===== src/rtl/dme_pkg.sv =====
// Shared DME definitions: FSM state encoding, reusable by the receiver, and the
// jitter LFSR constants and step function.
package dme_pkg;

  typedef enum logic [2:0] {
    DME_IDLE   = 3'd0,
    DME_DELAY  = 3'd1,
    DME_RISE   = 3'd2,
    DME_HOLD   = 3'd3,
    DME_FALL   = 3'd4,
    DME_GAP    = 3'd5,
    DME_LISTEN = 3'd6
  } dme_state_e;

  localparam logic [2:0] ST_IDLE   = 3'd0;
  localparam logic [2:0] ST_DELAY  = 3'd1;
  localparam logic [2:0] ST_RISE   = 3'd2;
  localparam logic [2:0] ST_HOLD   = 3'd3;
  localparam logic [2:0] ST_FALL   = 3'd4;
  localparam logic [2:0] ST_GAP    = 3'd5;
  localparam logic [2:0] ST_LISTEN = 3'd6;

  // x^16+x^14+x^13+x^11+1 as a right-shifting Fibonacci register: bits 0,2,3,5
  localparam logic [15:0] LFSR_SEED = 16'hACE1;
  localparam logic [15:0] LFSR_TAPS = 16'h002D;

  function automatic logic [15:0] lfsr_next(input logic [15:0] cur);
    return {^(cur & LFSR_TAPS), cur[15:1]};
  endfunction

endpackage


===== src/rtl/dme_pulse_shaper.sv =====
// Single-pulse amplitude generator: saturating ramp up to PEAK, HOLD cycles at
// PEAK, saturating ramp down to BASE. phase_o is the phase of the sample on amp_o.
module dme_pulse_shaper
  import dme_pkg::*;
#(
  parameter int unsigned       WIDTH = 12,
  parameter logic [WIDTH-1:0]  BASE  = 12'd0,
  parameter logic [WIDTH-1:0]  PEAK  = 12'd2000,
  parameter logic [WIDTH-1:0]  STEP  = 12'd250,
  parameter int unsigned       HOLD  = 8
) (
  input  logic             clk_i,
  input  logic             rst_ni,
  input  logic             start_i,
  output logic [WIDTH-1:0] amp_o,
  output logic             busy_o,
  output logic             pulse_done_o,
  output logic [2:0]       phase_o
);

  logic [2:0]       phase_q, phase_d;
  logic [WIDTH-1:0] amp_q, amp_d;
  logic [31:0]      hold_q, hold_d;
  logic [WIDTH:0]   sum_w, span_w;
  logic [WIDTH-1:0] up_w, dn_w;

  // One extra bit so amp+STEP cannot wrap before the PEAK clamp
  always_comb begin
    sum_w  = {1'b0, amp_q} + {1'b0, STEP};
    up_w   = (sum_w >= {1'b0, PEAK}) ? PEAK : sum_w[WIDTH-1:0];
    span_w = {1'b0, amp_q} - {1'b0, BASE};
    dn_w   = (span_w <= {1'b0, STEP}) ? BASE : (amp_q - STEP);
  end

  always_comb begin
    phase_d = phase_q;
    amp_d   = amp_q;
    hold_d  = hold_q;
    case (phase_q)
      ST_IDLE: begin
        if (start_i) begin
          amp_d   = up_w;
          phase_d = ST_RISE;
        end
      end
      ST_RISE: begin
        if (amp_q == PEAK) begin
          phase_d = ST_HOLD;
          hold_d  = '0;
        end else begin
          amp_d = up_w;
        end
      end
      ST_HOLD: begin
        if (hold_q + 32'd1 >= HOLD) begin
          phase_d = ST_FALL;
          amp_d   = dn_w;
        end else begin
          hold_d = hold_q + 32'd1;
        end
      end
      ST_FALL: begin
        if (amp_q == BASE) begin
          phase_d = ST_IDLE;
        end else begin
          amp_d = dn_w;
        end
      end
      default: begin
        phase_d = ST_IDLE;
        amp_d   = BASE;
      end
    endcase
  end

  always_ff @(posedge clk_i or negedge rst_ni) begin
    if (!rst_ni) begin
      phase_q <= ST_IDLE;
      amp_q   <= BASE;
      hold_q  <= '0;
    end else begin
      phase_q <= phase_d;
      amp_q   <= amp_d;
      hold_q  <= hold_d;
    end
  end

  assign amp_o        = amp_q;
  assign busy_o       = (phase_q != ST_IDLE);
  assign pulse_done_o = (phase_q == ST_FALL) && (amp_q == BASE);
  assign phase_o      = phase_q;

endmodule


===== src/rtl/dme_pulse_tx.sv =====
// DME interrogator transmitter: pulse burst, spacing and reply-window FSM.
// Define DME_TX_JITTER_EN to add an LFSR-driven trigger-to-burst delay.
module dme_pulse_tx
  import dme_pkg::*;
#(
  parameter int unsigned       WIDTH    = 12,
  parameter logic [WIDTH-1:0]  BASE     = 12'd0,
  parameter logic [WIDTH-1:0]  PEAK     = 12'd2000,
  parameter logic [WIDTH-1:0]  STEP     = 12'd250,
  parameter int unsigned       HOLD     = 8,
  parameter int unsigned       SPACING  = 120,
  parameter int unsigned       NPULSE   = 2,
  parameter int unsigned       WINDOW   = 32'd4000,
  parameter int unsigned       JIT_BITS = 4
) (
  input  logic             clk,
  input  logic             resetn,
  input  logic             trigger,
  input  logic             rx_valid,
  output logic [WIDTH-1:0] out_data,
  output logic             timer_en,
  output logic             busy,
  output logic             done,
  output logic             timeout,
  output logic [2:0]       dbg_state
);

  // Handshake: go_w is a one-cycle start strobe, issued only while the shaper
  // is idle; the shaper raises busy on the same edge and pulse_done marks the
  // cycle showing the final BASE sample of the pulse.
  logic [2:0]       state_q, state_d;
  logic [31:0]      spc_q, spc_d;
  logic [31:0]      np_q, np_d;
  logic [31:0]      win_q, win_d;
  logic             done_q, done_d;
  logic             timeout_q, timeout_d;
  logic             go_w;
  logic [WIDTH-1:0] shp_amp;
  logic             shp_busy, shp_done;
  logic [2:0]       shp_phase;

`ifdef DME_TX_JITTER_EN
  logic [15:0]         lfsr_q;
  logic [JIT_BITS-1:0] dly_q, dly_d;
`endif

  always_comb begin
    state_d   = state_q;
    spc_d     = spc_q;
    np_d      = np_q;
    win_d     = win_q;
    done_d    = 1'b0;
    timeout_d = 1'b0;
    go_w      = 1'b0;
`ifdef DME_TX_JITTER_EN
    dly_d     = dly_q;
`endif
    case (state_q)
      ST_IDLE: begin
        if (trigger) begin
`ifdef DME_TX_JITTER_EN
          if (lfsr_q[JIT_BITS-1:0] == '0) begin
            go_w = 1'b1;
          end else begin
            state_d = ST_DELAY;
            dly_d   = lfsr_q[JIT_BITS-1:0] - 1'b1;
          end
`else
          go_w = 1'b1;
`endif
        end
      end
`ifdef DME_TX_JITTER_EN
      ST_DELAY: begin
        if (dly_q == '0) go_w = 1'b1;
        else             dly_d = dly_q - 1'b1;
      end
`endif
      // ST_RISE here covers the whole pulse; the shaper tracks RISE/HOLD/FALL
      ST_RISE: begin
        spc_d = spc_q + 32'd1;
        if (shp_done) begin
          if (np_q < NPULSE) begin
            state_d = ST_GAP;
          end else begin
            state_d = ST_LISTEN;
            win_d   = '0;
          end
        end
      end
      ST_GAP: begin
        spc_d = spc_q + 32'd1;
        if (spc_q + 32'd1 >= SPACING) go_w = 1'b1;
      end
      ST_LISTEN: begin
        if (rx_valid) begin
          done_d  = 1'b1;
          state_d = ST_IDLE;
        end else if (win_q + 32'd1 >= WINDOW) begin
          timeout_d = 1'b1;
          state_d   = ST_IDLE;
        end else begin
          win_d = win_q + 32'd1;
        end
      end
      default: state_d = ST_IDLE;
    endcase
    if (go_w) begin
      state_d = ST_RISE;
      spc_d   = '0;
      np_d    = (state_q == ST_GAP) ? (np_q + 32'd1) : 32'd1;
    end
  end

  always_ff @(posedge clk or negedge resetn) begin
    if (!resetn) begin
      state_q   <= ST_IDLE;
      spc_q     <= '0;
      np_q      <= '0;
      win_q     <= '0;
      done_q    <= 1'b0;
      timeout_q <= 1'b0;
    end else begin
      state_q   <= state_d;
      spc_q     <= spc_d;
      np_q      <= np_d;
      win_q     <= win_d;
      done_q    <= done_d;
      timeout_q <= timeout_d;
    end
  end

`ifdef DME_TX_JITTER_EN
  always_ff @(posedge clk or negedge resetn) begin
    if (!resetn) begin
      lfsr_q <= LFSR_SEED;
      dly_q  <= '0;
    end else begin
      lfsr_q <= lfsr_next(lfsr_q);
      dly_q  <= dly_d;
    end
  end
`endif

  dme_pulse_shaper #(
    .WIDTH (WIDTH),
    .BASE  (BASE),
    .PEAK  (PEAK),
    .STEP  (STEP),
    .HOLD  (HOLD)
  ) u_shaper (
    .clk_i        (clk),
    .rst_ni       (resetn),
    .start_i      (go_w),
    .amp_o        (shp_amp),
    .busy_o       (shp_busy),
    .pulse_done_o (shp_done),
    .phase_o      (shp_phase)
  );

  assign out_data  = shp_amp;
  assign busy      = (state_q != ST_IDLE);
  assign timer_en  = (state_q == ST_RISE) || (state_q == ST_GAP) || (state_q == ST_LISTEN);
  assign done      = done_q;
  assign timeout   = timeout_q;
  assign dbg_state = shp_busy ? shp_phase : state_q;

endmodule


===== config.mk =====
export PLATFORM = sky130hd
export DESIGN_NAME = dme_pulse_tx
export DESIGN_NICKNAME = d
export VERILOG_FILES = /design/src/rtl/dme_pkg.sv /design/src/rtl/dme_pulse_shaper.sv /design/src/rtl/dme_pulse_tx.sv
export SDC_FILE = /design/constraint.sdc
export NUM_CORES = 1
export LEC_CHECK = 0
export ABC_CLOCK_PERIOD_IN_PS = 4400
export CAP_MARGIN = 25
export CORE_MARGIN = 3
export CORE_UTILIZATION = 33
export CTS_CLUSTER_SIZE = 14
export DETAILED_ROUTE_END_ITERATION = 10
export PLACE_DENSITY_LB_ADDON = 0.3
export SLEW_MARGIN = 20
export SYNTH_ARGS = -nofsm -noshare
export SYNTH_HDL_FRONTEND = slang
export SYNTH_SLANG_ARGS = --single-unit
export TNS_END_PERCENT = 10

===== constraint.sdc =====
create_clock -name clk -period 4.4 [get_ports clk]
set_input_delay 1.32 -clock clk [delete_from_list [all_inputs] [get_ports clk]]
set_output_delay 1.32 -clock clk [all_outputs]
set_load 0.005 [all_outputs]

==> results of run 1 <==
final cells by class:
type | instances | area [um^2] | share of cell area [%]
Clock buffer | 18 | 439.2 | 4.295
Multi-Input combinational cell | 857 | 5070 | 49.58
Tap cell | 372 | 465.4 | 4.552
Sequential cell | 147 | 3679 | 35.97
Clock inverter | 14 | 121.4 | 1.187
Timing Repair Buffer | 38 | 339.1 | 3.316
Inverter | 30 | 112.6 | 1.101
power by group through the flow:
stage	Combinational (mW)	Sequential (mW)	Clock [mW]
6_report	0.721	1.74	1.39
5_1_grt	0.824	1.77	1.49
4_1_cts	0.723	1.73	1.43
3_5_place_dp	0.717	1.75	0
3_3_place_gp	0.714	1.75	0
2_1_floorplan	0.637	1.59	0
cells by family after synthesis:
| kind of cell | share of synthesized area [%] |
|---|---|
| compound gates | 18.44 |
| xor+xnor | 3.352 |
| fa+ha+maj | 1.095 |
| buf+inv | 4.364 |
| flops | 40.22 |
| mux | 0.6978 |
| other cells | 0.04101 |
| simple gates | 31.78 |
registers in the layout (all words and copies together) (netlist names):
register / count
done: 1
np_q: 32
spc_q: 32
state_q: 3
timeout: 1
u_shaper.amp_o: 11
u_shaper.hold_q: 32
u_shaper.phase_o: 3
win_q: 32
layout by cell type, fill, tap and decap left out, drive strengths merged, types with 5 or more instances in the layout:
cell             n
o22ai           15
a21o             7
o211ai           6
nand3           65
nor3            48
ha               8
or3             19
o31ai           17
and2            14
xnor2           31
clkbuf          18
nor2            93
nor2b            9
nand2           97
o21ai           88
a21oi           55
clkdlybuf4s50   20
nor4            31
and4             9
nand2b           9
buf             18
o41ai            9
and3            74
or4              9
inv             37
nand4           38
or2              9
clkinvlp         5
dfrtp          147
a31oi           23
a31o             5
a211oi           6
metal layers:
metal / part of all wire (%) / wire length (um) / global-route usage [%] / vias up
li1: - / - / - / 4067
met1: 49 / 11110 / 21.94 / 3991
met2: 47 / 10490 / 24.90 / 170
met3: 3.3 / 733 / 2.743 / 13
met4: 0.70 / 157 / 4.131 / 0
met5: 0 / 0 / 0 / -
metrics by stage:
stage	cell area [um^2]	utilization, %
finish	10230	37.73
global route	10230	37.73
CTS	10230	37.73
detailed placement	9666	35.66
global placement	9666	35.66
floorplan	9145	-
worst max-delay path by stage:
stage,cells after the start,slack (ns),end
after floorplan,12,1.20,u_shaper.amp_o[3]
after global placement,11,0.85,spc_q[5]
after detailed placement,11,0.72,spc_q[8]
after CTS,11,0.71,spc_q[21]
after global routing,11,0.38,spc_q[5]
final,11,0.73,spc_q[21]
critical path, delay by kind of cell, from the launching register on:
family          cells  cell delay (ns)
compound gates      5             1.10
simple gates        5             1.70
flops               1             0.47
fa+ha+maj           1             0.32
==> results.md, run 1 <==
- Skew-Pair Late Insertion Delay: 0.43 ns
- Worst EP arrival: between 4 and 5 ns
- R2R cell count: 11
- Reg2reg start: spc_q[0]
- Clock power share: between 30 and 40%
- Hold Violations, Final: 0
- Vias in the first global route: approximately 7,600
- Final wirelength: 22,490 um
- Worst-margin pin slew: between 0.7 and 0.8 ns
- Cell count after synthesis: about 1,100
- Hold path startpoint: spc_q[31]
- Fill cells: between 2,000 and 3,000
- Sequential Power Share: a little under half
- Height of the chip: ~170 um
- Power Total: between 3 and 4 mW
- Hold Path Sink: spc_q[31]
- Die area: about 30,000 um^2
- Number of synthesized flops with an enable pin: 0
- P_sw: 1.278 mW
- Slew Limit Fails: 0
- Initial Util: between 30% and 40%
- Non-Filler Instances: ~1,500
- Register area share after synthesis: between 40% and 50%
- Largest cells by area after synthesis: dfrtp_1 (40%), and3_1 (5.1%), o21ai_0 (4.5%), nand2_1 (3.9%), nor2_1 (3.8%)
- # Max-Cap Violations: 0
- F_max: roughly 270 MHz
- Final GP Congestion: 0.8678
- CTS Buffer Depth: 2
- Initial antenna violation count: 0
- Synth-to-layout area growth: 11.82%
- Port bufs: 21
- Clock skew: between 0.015 and 0.02 ns
- Largest area contributor in the netlist: dfrtp_1
- Unrepaired setup endpoints after global routing: false
- R2r setup slk: between 0.7 and 0.8 ns
- Crit path time final: about 3.7 ns
- Largest net degree at the start of global routing: just over 70
- Crit path required time: 4.75 ns
- Combinational power share: a little under a fifth
- Unique masters post-synth: a little under 80
- Hold Path Depth: 1
- Detailed Routing Iterations Pass 1: 5
- Crit share post-route: between 80% and 90%
- Syn_nets: ~1,100
- Number of setup buffers added after CTS: 0
- Most common cell in the netlist: dfrtp_1
- Nets: approximately 1,100
- Reg clk slew, reported paths: roughly 0.07 ns
- Dpl cells: roughly 1,400
- Synthesized area per cell: 8.321 um^2
- Chip Width: about 170 um
- Max rail drop VDD: between 0.0002 and 0.0003 V
- Endpoint type of the worst setup path: flop
- Cts hold-fix bufs: 0
- Final antenna diode count: 0
- Via count: between 8,000 and 9,000
- Total track usage: about 16%
- Lkg Pwr: roughly 4.2 nW
- Delay of the slowest critical-path stage: around 0.54 ns
- Int Pwr: 2.569 mW
- CTS tree: done
- Startpoint types: flop
- First-pass GRT wire length: 38,200 um
- Worst path slowest cell: or3_1
- Ys flop type: dfrtp_1
- Worst r2r dst: spc_q[21]
- Post-DRT Antenna Nets: 0
- Outcome: completed
- Ys Warns: 0
- Setup TNS: 0 ns
- Drt wl/cell: roughly 15 um
- Row Count: 60
- Final setup margin: 0.7254 ns
- Post-CTS sizing: 0
- Net Sw Frac: roughly 33%
- Netlist Area Pre-Place: 9145 um^2
- Vias per cell: approximately 5.6
- Rel. slew slack: 51.32%
- Remaining Overflow, GRT: 0
- Clock root cell: clkbuf_16
- Core footprint: 27,100 um^2
- Clock Sinks: 147
- Initial drt markers: roughly 670
- Yosys top cell area share: about 40%
- I/O pin count: 23
- Finish-stage setup viols: 0
- Maximum fanout along the worst path: 25
- Most frequent cells after synthesis: dfrtp_1 (147), nand2_1 (96), nor2_1 (93)
- Post-route DRC: 0
- CTS buffer count: 17
- Critical Path Start: spc_q[0]
- Share of layout cells above drive strength 1: approximately 7.6%
- H-tree lvl count: 4
- Hpwl dp: approximately 15,000 um
- Hold WS: 0.5276 ns
- Worst hold path type: flop to flop
- Crit path cell chain: ha_1, nand4_1, or3_1, o31ai_1, o2111a_1, o211ai_2, nor3_4, nand2_1, nand2_2, o21ai_0, a31oi_1
- Synthesized flop and latch total: approximately 150
- Ys async rst share: 100.0%
- Pre-CTS WS: 0.7241 ns
- Power per cell area: ~380 nW/um^2
- Crit Path Category: flop to flop
(Power assumes the default switching activity.)
==> run 2, diff against run 1 <==
ABC_CLOCK_PERIOD_IN_PS = 3300   (was 4400)
clock period = 3.3 ns   (was 4.4 ns; I/O delays follow)
==> run 2 against run 1 <==
Cell area up 7.2%; critical endpoint is now u_shaper.amp_o[4]; non-clock buffer count up 81; global-route usage up 0.66 points; clock skew down 0.0044 ns; clock-buffer cell count up 2; largest cell class unchanged; sequential share of layout area down 2.4 points; flip-flop and latch count unchanged; clock power up 31%; via count up 4.8%; highest routed layer unchanged; cell count up 5.4%; worst setup slack worse by 0.59 ns; core utilization up 2.7 points.
==> results.md, run 2 (synthesis gave the netlist of run 1 again) <==
- Outcome: completed
- Detailed Routing Iterations Pass 1: 5
- # Max-Cap Violations: 0
- Port bufs: 21
- Reg clk slew, reported paths: ~0.07 ns
- Core footprint: between 20,000 and 30,000 um^2
- Die area: between 20,000 and 30,000 um^2
- Startpoint types: flop
- Worst-margin pin slew: just under 0.7 ns
- Clock Sinks: ~150
- Clock root cell: clkbuf_16
- Remaining Overflow, GRT: 0
- Total track usage: 16.27%
- Chip Width: around 170 um
- Finish-stage setup viols: 0
- Slew Limit Fails: 0
- Hold Violations, Final: 0
- Rel. slew slack: 54.09%
- Max rail drop VDD: around 0.00030 V
- CTS buffer count: 17
- Top Metal Used: met4
- Synth-to-layout area growth: 19.89%
- Height of the chip: about 170 um
- Setup TNS: 0 ns
- Row Count: 60
- Via count: between 8,000 and 9,000
- Cts hold-fix bufs: 0
- Post-DRT Antenna Nets: 0
- H-tree lvl count: 4
- Worst EP arrival: 3.50 ns
- Initial antenna violation count: 0
- Commonest non-fill, non-tap cell in the layout: dfrtp_1
- Clock skew: roughly 0.012 ns
- CTS tree: done
- Initial drt markers: 675
- Share of layout cells above drive strength 1: between 10% and 20%
- Final antenna diode count: 0
- Skew-Pair Late Insertion Delay: about 0.42 ns
- Design Area, Final: 10,960 um^2
- Met1 Wirelength: between 10,000 and 15,000 um
- Vias in the first global route: approximately 8,000
- Nets: approximately 1,200
- Maximum fanout along the worst path: 7
- I/O pin count: 23
- Hpwl dp: between 15,000 and 20,000 um
- Lkg Pwr: 4.617 nW
- Endpoint type of the worst setup path: flop
- DR WL met2: 11,120 um
- Initial Util: 33.74%
- Worst hold path type: input port to asynchronous set/reset pin
- Final GP Congestion: about 0.90
- Crit share post-route: a little over nine tenths
- Power per cell area: about 480 nW/um^2
- Final wirelength: ~24,000 um
- Post-DP Area: a little over 10,000 um^2
- Post-route DRC: 0
- Largest net degree at the start of global routing: 48
- Unrepaired setup endpoints after global routing: true
- First-pass GRT wire length: about 40,000 um
- Fill cells: between 2,000 and 3,000
- Crit path time final: roughly 3.2 ns
- Crit path required time: around 3.6 ns
- Drt wl/cell: around 15 um
- CTS Buffer Depth: 2
- Met3 wire length: ~1000 um
- Crit Path Category: flop to flop
- Vias per cell: ~5.6
- Most frequent cells in the layout: dfrtp_1 (141), nand2_1 (96), nor2_1 (92), buf_4 (92), o21ai_0 (82)
- F_max: between 300 and 400 MHz
## run 2: changes by cell type in the layout (fill, tap and decap cells not counted), sizes merged
cell / previous run / this run
buf: 18 / 99
inv: 37 / 34
clkbuf: 18 / 20
clkinv: 2 / 3
clkinvlp: 5 / 4
## run 2: cell type report
type | instances | area (um^2) | area share [%]
clock inverter | 11 | 93.84 | 0.8559
clock buffer | 20 | 456.7 | 4.165
multi-input combinational | 857 | 5151 | 46.98
tap | 372 | 465.4 | 4.245
timing repair buffer | 119 | 998.5 | 9.106
inverter | 30 | 112.6 | 1.027
sequential | 147 | 3686 | 33.62
## run 2: repair_timing
item,in CTS,in global routing
pin swaps,0,6
gates resized for setup,2,27
gates cloned,0,1
setup buffers,0,5
endpoints found under the setup margin,4,79
## run 2: metal layers
layer	vias to the layer above	global-route usage, %
met5	-	0
met4	0	3.610
met3	25	3.132
met2	172	26.06
met1	4209	22.89
li1	4232	-
## run 2: path summary, 6_finish.rpt
| check | endpoint | slack, ns | startpoint | cells after the start |
|---|---|---|---|---|
| hold reg to reg | spc_q[31] | 0.54 | spc_q[31] | 1 |
| hold / removal | u_shaper.hold_q[14] | 0.48 | resetn | 1 |
| max in group asynchronous | spc_q[23] | 2.03 | resetn | 2 |
| setup / recovery | u_shaper.amp_o[4] | 0.14 | spc_q[4] | 13 |
| min in group clk | spc_q[31] | 0.54 | spc_q[31] | 1 |
| setup reg to reg | u_shaper.amp_o[4] | 0.14 | spc_q[4] | 13 |
## run 2: power by group
part           internal [mW]  switching (mW)  leakage (nW)  total (mW)
logic                  0.604           0.684          2.40        1.29
registers               1.96           0.235          1.96        2.20
clock network           1.01           0.807         0.258        1.82
total                   3.58            1.73          4.62        5.30
## run 2: critical path, stage by stage (launching register included)
cell      delay (ns)
dfrtp_2         0.43
buf_4           0.14
and2_1          0.19
nand4_1         0.21
buf_4           0.23
nor4b_2         0.25
o21bai_1        0.09
a221o_1         0.34
nor3_4          0.36
o21ai_1         0.15
a32oi_2         0.27
buf_2           0.24
o21ai_0         0.10
o21ai_0         0.08
## run 2: per-stage QoR
| step | hold slack (ns) | worst slack, ns | instances | util (%) | power, mW |
|---|---|---|---|---|---|
| CTS | 0.4907 | 0.02914 | 1550 | 39.98 | 5.305 |
| finish | 0.4812 | 0.1391 | 1556 | 40.46 | 5.305 |
| global placement | 0.5129 | 0.01238 | 1519 | 37.93 | 3.443 |
| floorplan | 0.4785 | 0.1014 | 1099 | - | 2.970 |
| detailed placement | 0.5244 | -0.1131 | 1519 | 37.93 | 3.465 |
| global route | 0.5049 | -0.05909 | 1556 | 40.46 | 5.620 |
==> run 3, diff against run 2 <==
CAP_MARGIN = 20   (was 25)
==> results of run 3 <==
The final DEF is identical to that of run 2; final timing and power are the same.
